### src/rtl/n2t_pc_if.sv
// Command/status bundle between the CPU control decode and the Hack program counter.
interface n2t_pc_if #(parameter int WIDTH = 16);
   logic             clr;
   logic             en;
   logic             load;
   logic             inc;
   logic [WIDTH-1:0] in;
   logic [WIDTH-1:0] out;
   logic             wrap;
   logic             halted;

   modport master (output clr, en, load, inc, in, input out, wrap, halted);
   modport slave  (input clr, en, load, inc, in, output out, wrap, halted);
endinterface

### src/rtl/n2t_pc.sv
// Hack program counter with stall gate, wrap pulse and jump-to-self halt detector.
//
// state | meaning
// RUN   | executing; self_cnt counts consecutive self-jumps
// HALT  | program parked in a jump-to-self loop; halted asserted
module n2t_pc #(
   parameter int WIDTH      = 16,
   parameter int HALT_COUNT = 2
) (
   input  logic     clk,
   input  logic     rst,
   n2t_pc_if.slave  bus
);
   typedef enum logic {RUN, HALT} state_t;

   localparam logic [3:0] HALT_CNT = 4'(HALT_COUNT);

   state_t           state;
   logic [3:0]       self_cnt;
   logic [WIDTH-1:0] pc;
   logic             wrap_q;
   logic             halted_q;
   logic [WIDTH:0]   sum;
   logic             self_jump;
   logic [3:0]       cnt_nxt;

   always_comb begin
      sum       = {1'b0, pc} + {{WIDTH{1'b0}}, 1'b1};
      self_jump = bus.load && (bus.in == pc);
      cnt_nxt   = self_cnt + 4'd1;
   end

   always_ff @(posedge clk or posedge rst) begin
      if (rst) begin
         pc       <= '0;
         wrap_q   <= 1'b0;
         halted_q <= 1'b0;
         self_cnt <= '0;
         state    <= RUN;
      end else if (bus.clr) begin
         pc       <= '0;
         wrap_q   <= 1'b0;
         halted_q <= 1'b0;
         self_cnt <= '0;
         state    <= RUN;
      end else if (!bus.en) begin
         wrap_q <= 1'b0;
      end else begin
         wrap_q <= 1'b0;
         if (bus.load) begin
            pc <= bus.in;
         end else if (bus.inc) begin
            pc     <= sum[WIDTH-1:0];
            wrap_q <= sum[WIDTH];
         end
         case (state)
            RUN: begin
               if (self_jump) begin
                  if (cnt_nxt >= HALT_CNT) begin
                     self_cnt <= HALT_CNT;
                     state    <= HALT;
                     halted_q <= 1'b1;
                  end else begin
                     self_cnt <= cnt_nxt;
                  end
               end else begin
                  self_cnt <= '0;
               end
            end
            HALT: begin
               // idle cycles and further self-jumps keep the program parked
               if ((bus.load && !self_jump) || (bus.inc && !bus.load)) begin
                  state    <= RUN;
                  halted_q <= 1'b0;
                  self_cnt <= '0;
               end
            end
            default: begin
               state    <= RUN;
               halted_q <= 1'b0;
               self_cnt <= '0;
            end
         endcase
      end
   end

   assign bus.out    = pc;
   assign bus.wrap   = wrap_q;
   assign bus.halted = halted_q;
endmodule

### src/flat_wrapper.sv
// flat-port wrapper written by rule: the top's interface ports become plain ports
module n2t_pc_flat 
#(
   parameter int WIDTH      = 16,
   parameter int HALT_COUNT = 2
)
  (clk, rst, bus_clr, bus_en, bus_load, bus_inc, bus_in, bus_out, bus_wrap, bus_halted);
  n2t_pc_if #(.WIDTH(WIDTH)) bus_i ();
  input  logic clk;
  input  logic rst;
  input wire logic [$bits(bus_i.clr)-1:0] bus_clr;
  input wire logic [$bits(bus_i.en)-1:0] bus_en;
  input wire logic [$bits(bus_i.load)-1:0] bus_load;
  input wire logic [$bits(bus_i.inc)-1:0] bus_inc;
  input wire logic [$bits(bus_i.in)-1:0] bus_in;
  output wire logic [$bits(bus_i.out)-1:0] bus_out;
  output wire logic [$bits(bus_i.wrap)-1:0] bus_wrap;
  output wire logic [$bits(bus_i.halted)-1:0] bus_halted;
  assign bus_i.clr = bus_clr;
  assign bus_i.en = bus_en;
  assign bus_i.load = bus_load;
  assign bus_i.inc = bus_inc;
  assign bus_i.in = bus_in;
  assign bus_out = bus_i.out;
  assign bus_wrap = bus_i.wrap;
  assign bus_halted = bus_i.halted;
  n2t_pc #(.WIDTH(WIDTH), .HALT_COUNT(HALT_COUNT)) u_core (.clk(clk), .rst(rst), .bus(bus_i));
endmodule
### config.mk
export PLATFORM = sky130hd
export DESIGN_NAME = n2t_pc_flat
export DESIGN_NICKNAME = d
export VERILOG_FILES = /design/src/rtl/n2t_pc_if.sv /design/src/rtl/n2t_pc.sv /design/src/flat_wrapper.sv
export SDC_FILE = /design/constraint.sdc
export NUM_CORES = 1
export LEC_CHECK = 0
export CORE_MARGIN = 8
export CORE_UTILIZATION = 40
export DETAILED_ROUTE_END_ITERATION = 10
export GPL_ROUTABILITY_DRIVEN = 0
export PLACE_DENSITY = 0.69
export REMOVE_ABC_BUFFERS = 1
export SLEW_MARGIN = 30
export SYNTH_ARGS = -nofsm -noshare
export SYNTH_HDL_FRONTEND = slang
export SYNTH_SLANG_ARGS = --single-unit
### constraint.sdc
create_clock -name clk -period 2.7 [get_ports clk]
set_clock_uncertainty 0.2 [all_clocks]
set_input_delay 0.54 -clock clk [delete_from_list [all_inputs] [get_ports clk]]
set_output_delay 0.54 -clock clk [all_outputs]
set_load 0.01 [all_outputs]
Word-level counts from Yosys, hierarchy flattened
Cells that the tools add are included.
{ "totals": {"ff_bits": 23, "in_bits": 22, "out_inout_bits": 18, "elab_cells": 50} }
{ "op_classes": {"add_sub_neg": 2, "n_lt_le_gt_ge": 1, "eq_ne": 4, "n_mux": 26, "bitwise": 1, "reduce_logical": 11} }
{ "ops": {"columns": ["op", "count"], "rows": [
  ["$mux 16", 4],
  ["$mux 4", 5],
  ["$add 16x1->17 const B", 1],
  ["$eq 16x16->1", 1],
  ["$mux 1", 14],
  ["$pmux 4 s2", 1],
  ["$ne 3x2->1 const B", 2],
  ["$add 4x1->4 const B", 1],
  ["$ge 4x2->1 const B", 1],
  ["$pmux 1 s2", 2],
  ["$reduce_and 2->1", 2],
  ["$reduce_and 4->1", 1],
  ["$logic_and 1x1->1", 3],
  ["$ne 3x3->1 const B", 1],
  ["$reduce_bool 3->1", 1],
  ["$logic_not 1->1", 2],
  ["$reduce_bool 2->1", 1],
  ["$logic_or 1x1->1", 1],
  ["$not 1->1", 1]
]} }

Longest topological paths before layout
Gate-level depths: netlist (run 1).
{ "depth": {"ltp_word": 9, "depth_mapped": 7, "depth_no_buf": 7} }

Least setup slack after synthesis (run 1)
No wires, ideal clock.
{ "synth_timing": {"path_type": "register to register", "from": "reg u_core.pc[0] (netlist: u_core.bus.out[0])", "to": "reg u_core.pc[12] (netlist: u_core.bus.out[12])", "setup_time_ps": 121, "arrival_ps": 1571, "required_ps": 2379, "slack_ps": 807, "path_stages_with_launch": 7, "n_path_buf": 0, "synth_period_minus_slack_ps": 1893, "cell_sequence": "dfrtp_1 > ha_1 > nand3_4 > nor4_1 > mux2_2 > nor2_1 > nor4_2"} }
{ "synth_between": {"elab_chain_len": 5} }
{ "synth_rtl": {"columns": ["item", "line", "text"], "rows": [
  ["start: declaration", "n2t_pc.sv:20", "logic [WIDTH-1:0] pc;"],
  ["start signal: assignment", "n2t_pc.sv:51", "pc <= bus.in;"],
  ["start signal: assignment", "n2t_pc.sv:53", "pc <= sum[WIDTH-1:0];"],
  ["$add 16x1->17", "n2t_pc.sv:28", "sum = {1'b0, pc} + {{WIDTH{1'b0}}, 1'b1};"],
  ["$mux 16", "n2t_pc.sv:52", "end else if (bus.inc) begin"],
  ["$mux 16", "n2t_pc.sv:50", "if (bus.load) begin"],
  ["$mux 16", "n2t_pc.sv:46", "end else if (!bus.en) begin"],
  ["$mux 16", "n2t_pc.sv:40", "end else if (bus.clr) begin"]
]} }
Every way passes these cells. The select of a mux whose other input is x is not followed.
A chain may end at the register's enable or synchronous reset.

Final worst setup path (run 1)
{ "layout_timing": {"from": "in bus_in[1]", "to": "reg u_core.halted_q (netlist: u_core.bus.halted)"} }
{ "layout_between": {"elab_chain_len": 7, "word_cells_on_any_way": 8, "classes_between": "3 x eq/ne; 5 x reduce/logical"} }
{ "layout_rtl": {"columns": ["item", "line", "text"], "rows": [
  ["start: declaration", "flat_wrapper.sv:15", "input wire logic [$bits(bus_i.in)-1:0] bus_in;"],
  ["$eq 16x16->1 (*)", "n2t_pc.sv:29", "self_jump = bus.load && (bus.in == pc);"],
  ["$logic_and 1x1->1 (*)", "n2t_pc.sv:29", null],
  ["$logic_not 1->1", "n2t_pc.sv:72", "if ((bus.load && !self_jump) || (bus.inc && !bus.load)) begin"],
  ["$logic_and 1x1->1", "n2t_pc.sv:72", null],
  ["$logic_or 1x1->1", "n2t_pc.sv:72", null],
  ["$ne 3x3->1 (no source line)", null, null],
  ["$reduce_and 4->1 (no source line) (*)", null, null],
  ["end signal: assignment", "n2t_pc.sv:62", "halted_q <= 1'b1;"],
  ["end signal: assignment", "n2t_pc.sv:74", "halted_q <= 1'b0;"],
  ["end signal: assignment", "n2t_pc.sv:80", "halted_q <= 1'b0;"],
  ["end: declaration", "n2t_pc.sv:22", "logic halted_q;"]
]} }
Every way passes the cells marked *; elsewhere a longest branch is shown, timed or not.

==> results of run 1 <==
area by class of cell:
class	instances	share of cell area, %
Inverter	8	1.33
Timing Repair Buffer	51	21.3
Multi-Input combinational cell	162	47.0
Tap cell	52	2.88
Clock buffer	4	2.00
Sequential cell	23	25.5
kinds of logic after synthesis:
kind of cell,synth area share (%)
AND/OR/NAND/NOR,26.8
XOR/XNOR,8.40
multiplexers,4.59
AO/OA/AOI/OAI,17.9
adder cells (fa/ha/maj),2.12
flip-flops,32.5
buffers and inverters,7.69
power breakdown:
| part | internal (uW) | switching [uW] | total, uW |
|---|---|---|---|
| Sequential | 357 | 28.2 | 386 |
| Combinational | 109 | 98.3 | 207 |
| Clock | 105 | 111 | 217 |
synth_stat cells (3+ instances only):
cell type   n  area (um^2)
a32oi_1     4         35.0
ha_1        3         37.5
o41ai_1     3         26.3
a22oi_1     4         30.0
a31oi_1     6         37.5
inv_1       8         30.0
clkbuf_1    4         15.0
o21ai_0     7         35.0
clkbuf_8    3         41.3
a21oi_1     6         30.0
nor2_1     28          105
xnor2_1    16          140
and3_1      4         25.0
mux2i_1     7         70.1
nand2_1    20         75.1
nand3_1     6         30.0
nand4_1     7         43.8
dfrtp_1    23          576
o21a_1      3         22.5
nor3_1      5         25.0
buf_2       3         15.0
sequential cells by signal, summed over array words and instances, names as in the netlist:
register / count
u_core.bus.wrap: 1
u_core.self_cnt: 4
u_core.bus.halted: 1
u_core.bus.out: 16
u_core.state: 1
worst max-delay path by stage:
stage | start | to | slack [ns]
after floorplan | bus_load | u_core.bus.out[11]$_DFFE_PP0P_ | 0.36
after global placement | bus_in[1] | u_core.bus.halted$_DFFE_PP0P_ | 0.23
after detailed placement | bus_in[1] | u_core.bus.halted$_DFFE_PP0P_ | 0.17
after CTS | bus_in[1] | u_core.bus.halted$_DFFE_PP0P_ | 0.44
after global routing | bus_in[1] | u_core.bus.halted$_DFFE_PP0P_ | 0.33
final | bus_in[1] | u_core.bus.halted$_DFFE_PP0P_ | 0.41
worst reg2reg max path, cell delays in order, from the launching register on:
cell	delay [ns]
dfrtp_1	0.44
ha_1	0.30
nor2b_1	0.19
nor4b_1	0.36
a41oi_1	0.17
nand4b_1	0.16
o311ai_0	0.14
through the flow:
stage / utilization (%) / total power, uW / cell area [um^2] / setup slack [ns]
final: 52.2 / 809 / 2260 / 0.409
after global routing: 52.2 / 853 / 2260 / 0.334
after CTS: 52.2 / 819 / 2260 / 0.441
after detailed placement: 51.2 / 600 / 2210 / 0.170
after global placement: 51.2 / 599 / 2210 / 0.229
after floorplan: - / 480 / 1670 / 0.361
routing by layer:
layer | vias to the layer above | wire length, um | global-route usage, %
li1 | 831 | - | -
met1 | 793 | 2150 | 19.3
met2 | 56 | 2140 | 23.0
met3 | 2 | 326 | 3.35
met4 | 0 | 34 | 1.90
met5 | - | 0 | 0
==> flow_metrics.env, run 1 <==
export IMPL_arrival_ns=2.27
export IMPL_nNetsFinal=274
export IMPL_cts_made_buffers=3
export IMPL_antenna_left=0
export IMPL_drt_iter0_drc=135
export IMPL_antenna_found_initial=0
export IMPL_die_x_um=82.6
export IMPL_port_buffers=39
export IMPL_leakagePower_uw=0.000844
export IMPL_dr_pass1_iters=4
export IMPL_cts_tree="done"
export IMPL_htreeDepth=1
export IMPL_critical_path_top_delay_family="simple AND/OR/NAND/NOR gates"
export IMPL_fmax_mhz=436
export IMPL_hp_start="u_core.state$_DFFE_PP0P_"
export IMPL_remaining_drc_errors=0
export IMPL_clk_pin_slew_worst_paths_ns=0.08
export IMPL_wl_um=4650
export IMPL_fin_cells=300
export IMPL_die_area_um2=6820
export IMPL_final_cell_mix="clkdlybuf4s50_1, nor2_1, dfrtp_1, nand2_1, xnor2_1"
export IMPL_synth_cells=207
export IMPL_die_h_um=82.6
export IMPL_ys_ff_latch=23
export IMPL_yosysSeqAreaShare_pct=32.5
export IMPL_max_slew_margin_pct=72.6
export IMPL_outcome="complete, no violations"
export IMPL_track_usage_pct=14.2
export IMPL_path_max_fanout=3
export IMPL_r2r_end="u_core.state$_DFFE_PP0P_"
export IMPL_rsz0062_at_grt="no"
export IMPL_hold_buffers=0
export IMPL_grt_ovfl_total=0
export IMPL_peakVddDrop_uv=217
export IMPL_syn_area_um2=1770
export IMPL_cts_root_buf="clkbuf_8"
export IMPL_hold_class="reg2reg"
export IMPL_dp_cells=296
export IMPL_multiInputGateArea_um2=1060
export IMPL_slew_viol_final=0
export IMPL_setup_viol=0
export IMPL_final_common_cell="clkdlybuf4s50_1"
export IMPL_holdPathStages=1
export IMPL_hold_ws_ns=0.314
export IMPL_worstReg2RegStart="u_core.self_cnt[0]$_DFFE_PP0P_"
export IMPL_worstPathRequired_ns=2.68
export IMPL_clk_latency_ns=0.26
export IMPL_min_to="u_core.bus.halted$_DFFE_PP0P_"
export IMPL_cts_resized=0
export IMPL_synth_avg_cell_area_um2=8.56
export IMPL_num_rows=24
export IMPL_timing_worst_setup_path_type="in2reg"
export IMPL_start_util_pct=41.0
export IMPL_drive_above_1_share_pct=10.5
export IMPL_post_cts_setup_buffer_count=0
export IMPL_crit_cells=6
export IMPL_clockBufferDepth=2
export IMPL_grt_max_degree=24
export IMPL_crit_buf_inv=1
export IMPL_ff2ff_setup_slack_ns=0.61
export IMPL_fp_coreArea_um2=4320
export IMPL_regArea_um2=576
export IMPL_vias_per_cell=5.61
export IMPL_report_final_hold_viol_count=0
export IMPL_syn2layout_area_growth_pct=27.3
export IMPL_ys_warn_count=0
export IMPL_r2r_cells=6
export IMPL_cp_slowest_cell="clkdlybuf4s50_1"
export IMPL_dp_final_hpwl_um=3540
export IMPL_maxCapViolations=0
export IMPL_worstMarginPinSlew_ns=0.405
export IMPL_worstPathCellList="clkdlybuf4s50_1 > xnor2_1 > nand4_1 > nor4_2 > a31oi_1 > a211oi_2"
export IMPL_wl_per_cell_um=15.5
export IMPL_finalCriticalPeriod_ns=2.29
export IMPL_clkSinkCount=23
export IMPL_antennaDiodeCount=0
export IMPL_ios=40
export IMPL_ys_types=50
export IMPL_grt_pass1_vias=1600
export IMPL_synth_async_reset_ratio_pct=100
export IMPL_start_kind="primary input"
export IMPL_fin_setup_tns_ns=0
export IMPL_synth_edf_count=0
export IMPL_ys_flop_type="dfrtp_1"
export IMPL_power_density_nw_per_um2=358
export IMPL_num_vias=1682
export IMPL_fin_crit_sh_pct=84.9
export IMPL_grt_pass1_wl_um=7710
export IMPL_max_stage_delay_ns=0.45
export IMPL_end_kind="flop"
export IMPL_fillers=439
(Power assumes the default switching activity.)
==> inputs of run 2 (changes only) <==
Clock period 2.7 ns to 2.4 ns, I/O delays scaled along.
==> flow_metrics.env, run 2 (same netlist as run 1, synthesis figures left out) <==
export IMPL_outcome="complete, no violations"
export IMPL_fp_coreArea_um2=4320
export IMPL_arrival_ns=1.39
export IMPL_critical_path_top_delay_family="buffers and inverters"
export IMPL_seqPwrFrac_pct=47.2
export IMPL_start_kind="flop"
export IMPL_finalCriticalPeriod_ns=2.07
export IMPL_worstPathCellList="clkdlybuf4s50_1"
export IMPL_fin_cells=302
export IMPL_leakagePower_uw=0.000857
export IMPL_die_h_um=82.6
export IMPL_setup_viol=0
export IMPL_fin_setup_tns_ns=0
export IMPL_grt_pass1_wl_um=7900
export IMPL_clk_pin_slew_worst_paths_ns=0.08
export IMPL_worstPathRequired_ns=1.72
export IMPL_die_area_um2=6820
export IMPL_worstReg2RegStart="u_core.bus.out[0]$_DFFE_PP0P_"
export IMPL_timing_critical_path_from="u_core.bus.out[4]$_DFFE_PP0P_"
export IMPL_die_x_um=82.6
export IMPL_place_ws_ns=0.0538
export IMPL_wl_um=4600
export IMPL_antenna_left=0
export IMPL_cts_made_buffers=3
export IMPL_end_kind="primary output"
export IMPL_grt_ovfl_total=0
export IMPL_dp_cells=298
export IMPL_internal_power_uw=647
export IMPL_track_usage_pct=14.7
export IMPL_post_cts_setup_buffer_count=0
export IMPL_hp_start="u_core.state$_DFFE_PP0P_"
export IMPL_grt_max_degree=29
export IMPL_htreeDepth=1
export IMPL_final_cell_mix="clkdlybuf4s50_1, nor2_1, dfrtp_1, nand2_1, xnor2_1"
export IMPL_p_comb_share_pct=25.8
export IMPL_dp_final_hpwl_um=3470
export IMPL_antenna_found_initial=0
export IMPL_grt_pass1_vias=1670
export IMPL_drive_above_1_share_pct=11.2
export IMPL_clockBufferDepth=2
export IMPL_nNetsFinal=276
export IMPL_vias_per_cell=5.56
export IMPL_port_buffers=39
export IMPL_rsz0062_at_grt="no"
export IMPL_worstMarginPinSlew_ns=0.350
export IMPL_peakVddDrop_uv=165
export IMPL_max_slew_margin_pct=76.3
export IMPL_drt_iter0_drc=103
export IMPL_timing_worst_setup_path_type="reg2out"
export IMPL_path_max_fanout=9
export IMPL_wl_per_cell_um=15.2
export IMPL_cts_root_buf="clkbuf_8"
export IMPL_fmax_mhz=484
export IMPL_crit_buf_inv=1
export IMPL_slew_viol_final=0
export IMPL_syn2layout_area_growth_pct=28.9
export IMPL_hold_class="reg2reg"
export IMPL_num_rows=24
export IMPL_report_final_hold_viol_count=0
export IMPL_antennaDiodeCount=0
export IMPL_final_common_cell="clkdlybuf4s50_1"
export IMPL_dr_pass1_iters=4
export IMPL_cts_tree="done"
export IMPL_largest_reg_flops=16
export IMPL_hold_buffers=0
export IMPL_p_clk_share_pct=27.0
export IMPL_power_density_nw_per_um2=402
export IMPL_num_vias=1679
export IMPL_p_switching_uw=271
export IMPL_cts_resized=0
export IMPL_clk_latency_ns=0.27
export IMPL_maxCapViolations=0
export IMPL_cp_slowest_cell="clkdlybuf4s50_1"
export IMPL_worst_slack_ns=0.332
export IMPL_swShare_pct=29.6
export IMPL_max_stage_delay_ns=0.60
export IMPL_fin_crit_sh_pct=86.2
export IMPL_clkSinkCount=23
export IMPL_remaining_drc_errors=0
export IMPL_start_util_pct=41.0
export IMPL_ios=40
-- run 2: cell types whose count changed in the layout (fill, tap and decap cells not counted) --
| cell | previous run | this run |
|---|---|---|
| buf_12 | 0 | 1 |
| buf_4 | 12 | 13 |
-- run 2: metrics by stage --
stage	instance area, um^2	power [uW]	utilization [%]	hold WS, ns
floorplan	1670	540	-	0.252
global placement	2240	677	51.8	0.293
detailed placement	2240	680	51.8	0.291
CTS	2280	927	52.8	0.306
global route	2280	965	52.8	0.320
finish	2280	918	52.8	0.311
-- run 2: final timing paths --
path                                                  endpoint  slack [ns]  cells after the start
worst max-delay path                                bus_out[4]        0.33                      1
max in group asynchronous        u_core.bus.out[5]$_DFFE_PP0P_        1.42                      3
min in group asynchronous       u_core.self_cnt[1]$_DFFE_PP0P_        0.34                      3
worst min-delay path             u_core.bus.halted$_DFFE_PP0P_        0.31                      1
worst min register to register   u_core.bus.halted$_DFFE_PP0P_        0.31                      1
worst max register to register  u_core.bus.out[12]$_DFFE_PP0P_        0.35                      6
-- run 2: layer usage --
metal  part of all wire [%]  wire length, um  vias up  GRT usage [%]
li1                       -                -      835              -
met1                     48             2210      790           20.5
met2                     45             2080       48           22.6
met3                    5.2              241        6           2.06
met4                    1.4               63        0           4.83
met5                      0                0        -              0
-- run 2: layout make-up --
type	instances	area, um^2
Multi-Input combinational cell	162	1060
Clock buffer	4	45.0
Fill cell	448	2040
Tap cell	52	65.1
Timing Repair Buffer	53	508
Sequential cell	23	576
Inverter	8	30.0
-- run 2: power by group through the flow --
stage / Sequential (uW) / Clock [uW] / Combinational (uW)
final: 433 / 248 / 237
after global routing: 438 / 266 / 261
after CTS: 434 / 254 / 240
after detailed placement: 441 / 0 / 238
after global placement: 441 / 0 / 236
after floorplan: 442 / 0 / 97.8
==> inputs of run 3 (changes only) <==
Settings changed: CAP_MARGIN from default to 20.
==> results of run 3 <==
No change in the layout: final DEF, timing and power equal those of run 2.
==> RTL edit: new RTL, flow settings as in run 2 <==
`WIDTH` is set to 16 in 3 places; all go to 24.
--- a/src/rtl/n2t_pc_if.sv
+++ b/src/rtl/n2t_pc_if.sv
@@ -1,4 +1,4 @@
 // Command/status bundle between the CPU control decode and the Hack program counter.
-interface n2t_pc_if #(parameter int WIDTH = 16);
+interface n2t_pc_if #(parameter int WIDTH = 24);
    logic             clr;
    logic             en;
--- a/src/rtl/n2t_pc.sv
+++ b/src/rtl/n2t_pc.sv
@@ -5,5 +5,5 @@
 // HALT  | program parked in a jump-to-self loop; halted asserted
 module n2t_pc #(
-   parameter int WIDTH      = 16,
+   parameter int WIDTH      = 24,
    parameter int HALT_COUNT = 2
 ) (
--- a/src/flat_wrapper.sv
+++ b/src/flat_wrapper.sv
@@ -2,5 +2,5 @@
 module n2t_pc_flat 
 #(
-   parameter int WIDTH      = 16,
+   parameter int WIDTH      = 24,
    parameter int HALT_COUNT = 2
 )
Ports: changed (resized bus_in and bus_out); port bits go from 40 to 56. The function was not compared with the original's and may differ.
==> RTL edit against run 2 <==
Die area increased by 27%; utilization rose by 1.9 points; sequential cell count rose by 8; routed wire length rose by 59%; worst setup slack worse by 0.18 ns; clock power rose by 88%; sequential share of layout area fell by 0.80 points; global-route usage is 3.0 points higher; area after synthesis rose by 34%; power rose by 52%; design area up 39%; critical path type is now in2reg.
==> RTL edit: results (changes against run 2) <==
| Metric | Value |
|---|---|
| CP max FO | `4 (-5)` |
| Met1 capacity usage during global routing | `0.234 (+0.0290)` |
| Count of non-CTS buffers in the layout | `75 (+42%)` |
| Critical path's top delay family | `simple AND/OR/NAND/NOR gates` |
| Endpoint of the worst setup timing path | `u_core.self_cnt[0]` |
| Horizontal die dimension | `93.0 um (+13%)` |
| Placement-stage cell area | `3080 sq um (+38%)` |
| Xor-xnor portion of the synthesized cell area | `0.0887 (+0.00472)` |
| Setup slack of the worst register-to-register path | `0.26 ns (-0.09 ns)` |
| Worst reg2reg endpoint | `u_core.bus.out[22]` |
| Switching power of the nets | `0.416 mW (+53%)` |
| Number of I/O port buffers | `55 (+41%)` |
| Final Net Count | `375 (+36%)` |
| Unique masters post-synth | `51 (+2.0%)` |
| Arrival time of data at the critical path endpoint | `2.26 ns (+0.87 ns)` |
| NonClk Buf Share | `0.220 (-0.00204)` |
| Amount of wire on met3 after detailed routing | `408 um (+69%)` |
| Number of violations reported at the end of detailed-routing iteration 0 | `107 (+3.9%)` |
| Worst voltage drop across the vdd grid | `0.210 mV (+27%)` |
| Synthesized-area fraction occupied by ao, oa, aoi and oai cells | `0.217 (+0.0377)` |
| Met3 Use GR | `0.0264 (+0.00588)` |
| Adder-cell share of the synthesized area | `0.0158 (-0.00533)` |
| Number of sequential cells | `31 (+35%)` |
| Number of flip-flops in the largest register | `24 (+8)` |
| Launch point of the critical path | `bus_in[18]` |
| Top post-synthesis cells by area | `sky130_fd_sc_hd__dfrtp_1 33%, sky130_fd_sc_hd__xnor2_1 8.9%, sky130_fd_sc_hd__a21oi_1 5.5%, sky130_fd_sc_hd__mux2i_1 4.6%, sky130_fd_sc_hd__nand2_1 4.1%` |
| Multi-input gate count | `221 (+36%)` |
| Clock insertion delay at the later pin of the skew report | `0.29 ns (+0.02 ns)` |
| Clock buffers | `8 (+4)` |
| Share of the yosys chip area belonging to registers | `0.327 (+0.00272)` |
| GRT Util Overall | `0.176 (+0.0297)` |
| Clk tree area frac | `0.0315 (+0.0118)` |
| Slowest Stage Delay on Critical Path | `0.43 ns (-0.17 ns)` |
| Measured slew at the worst slew-check pin | `0.464 ns (+0.114 ns)` |
| Result of the run | `completed` |
| Setup Slack @ Placement | `-0.137 ns (-0.191 ns)` |
| Commonest cells post-synth | `31 x sky130_fd_sc_hd__dfrtp_1, 26 x sky130_fd_sc_hd__a21oi_1, 26 x sky130_fd_sc_hd__nand2_1` |
| Clock-pin slew reported for the worst setup and hold paths after clock tree synthesis | `0.06 ns (-0.02 ns)` |
| Total area of multi-input combinational cells | `1480 sq um (+40%)` |
| Fraction of standard cell area that is sequential | `0.244 (-0.00801)` |
| Clock buffers created by TritonCTS | `5 (+2)` |
## RTL edit: cell types whose count changed in the layout (fill, tap and decap cells not counted), moves of 5 or more
cell                              before  now
sky130_fd_sc_hd__nand2_1              20   26
sky130_fd_sc_hd__clkdlybuf4s50_1      39   55
sky130_fd_sc_hd__nand4_1               7   13
sky130_fd_sc_hd__dfrtp_1              23   31
sky130_fd_sc_hd__a21oi_1               6   26
sky130_fd_sc_hd__o21ai_0               6   11
sky130_fd_sc_hd__xnor2_1              16   24
sky130_fd_sc_hd__nand3_1               6   13
sky130_fd_sc_hd__buf_4                13   20
sky130_fd_sc_hd__nor2_1               28   18
sky130_fd_sc_hd__o221ai_1              0    5
## RTL edit: through the flow
stage,hold slack [ns],util
2_1_floorplan,0.287,-
3_3_place_gp,0.320,0.530
3_5_place_dp,0.325,0.530
4_1_cts,0.341,0.547
5_1_grt,0.369,0.547
6_report,0.332,0.547
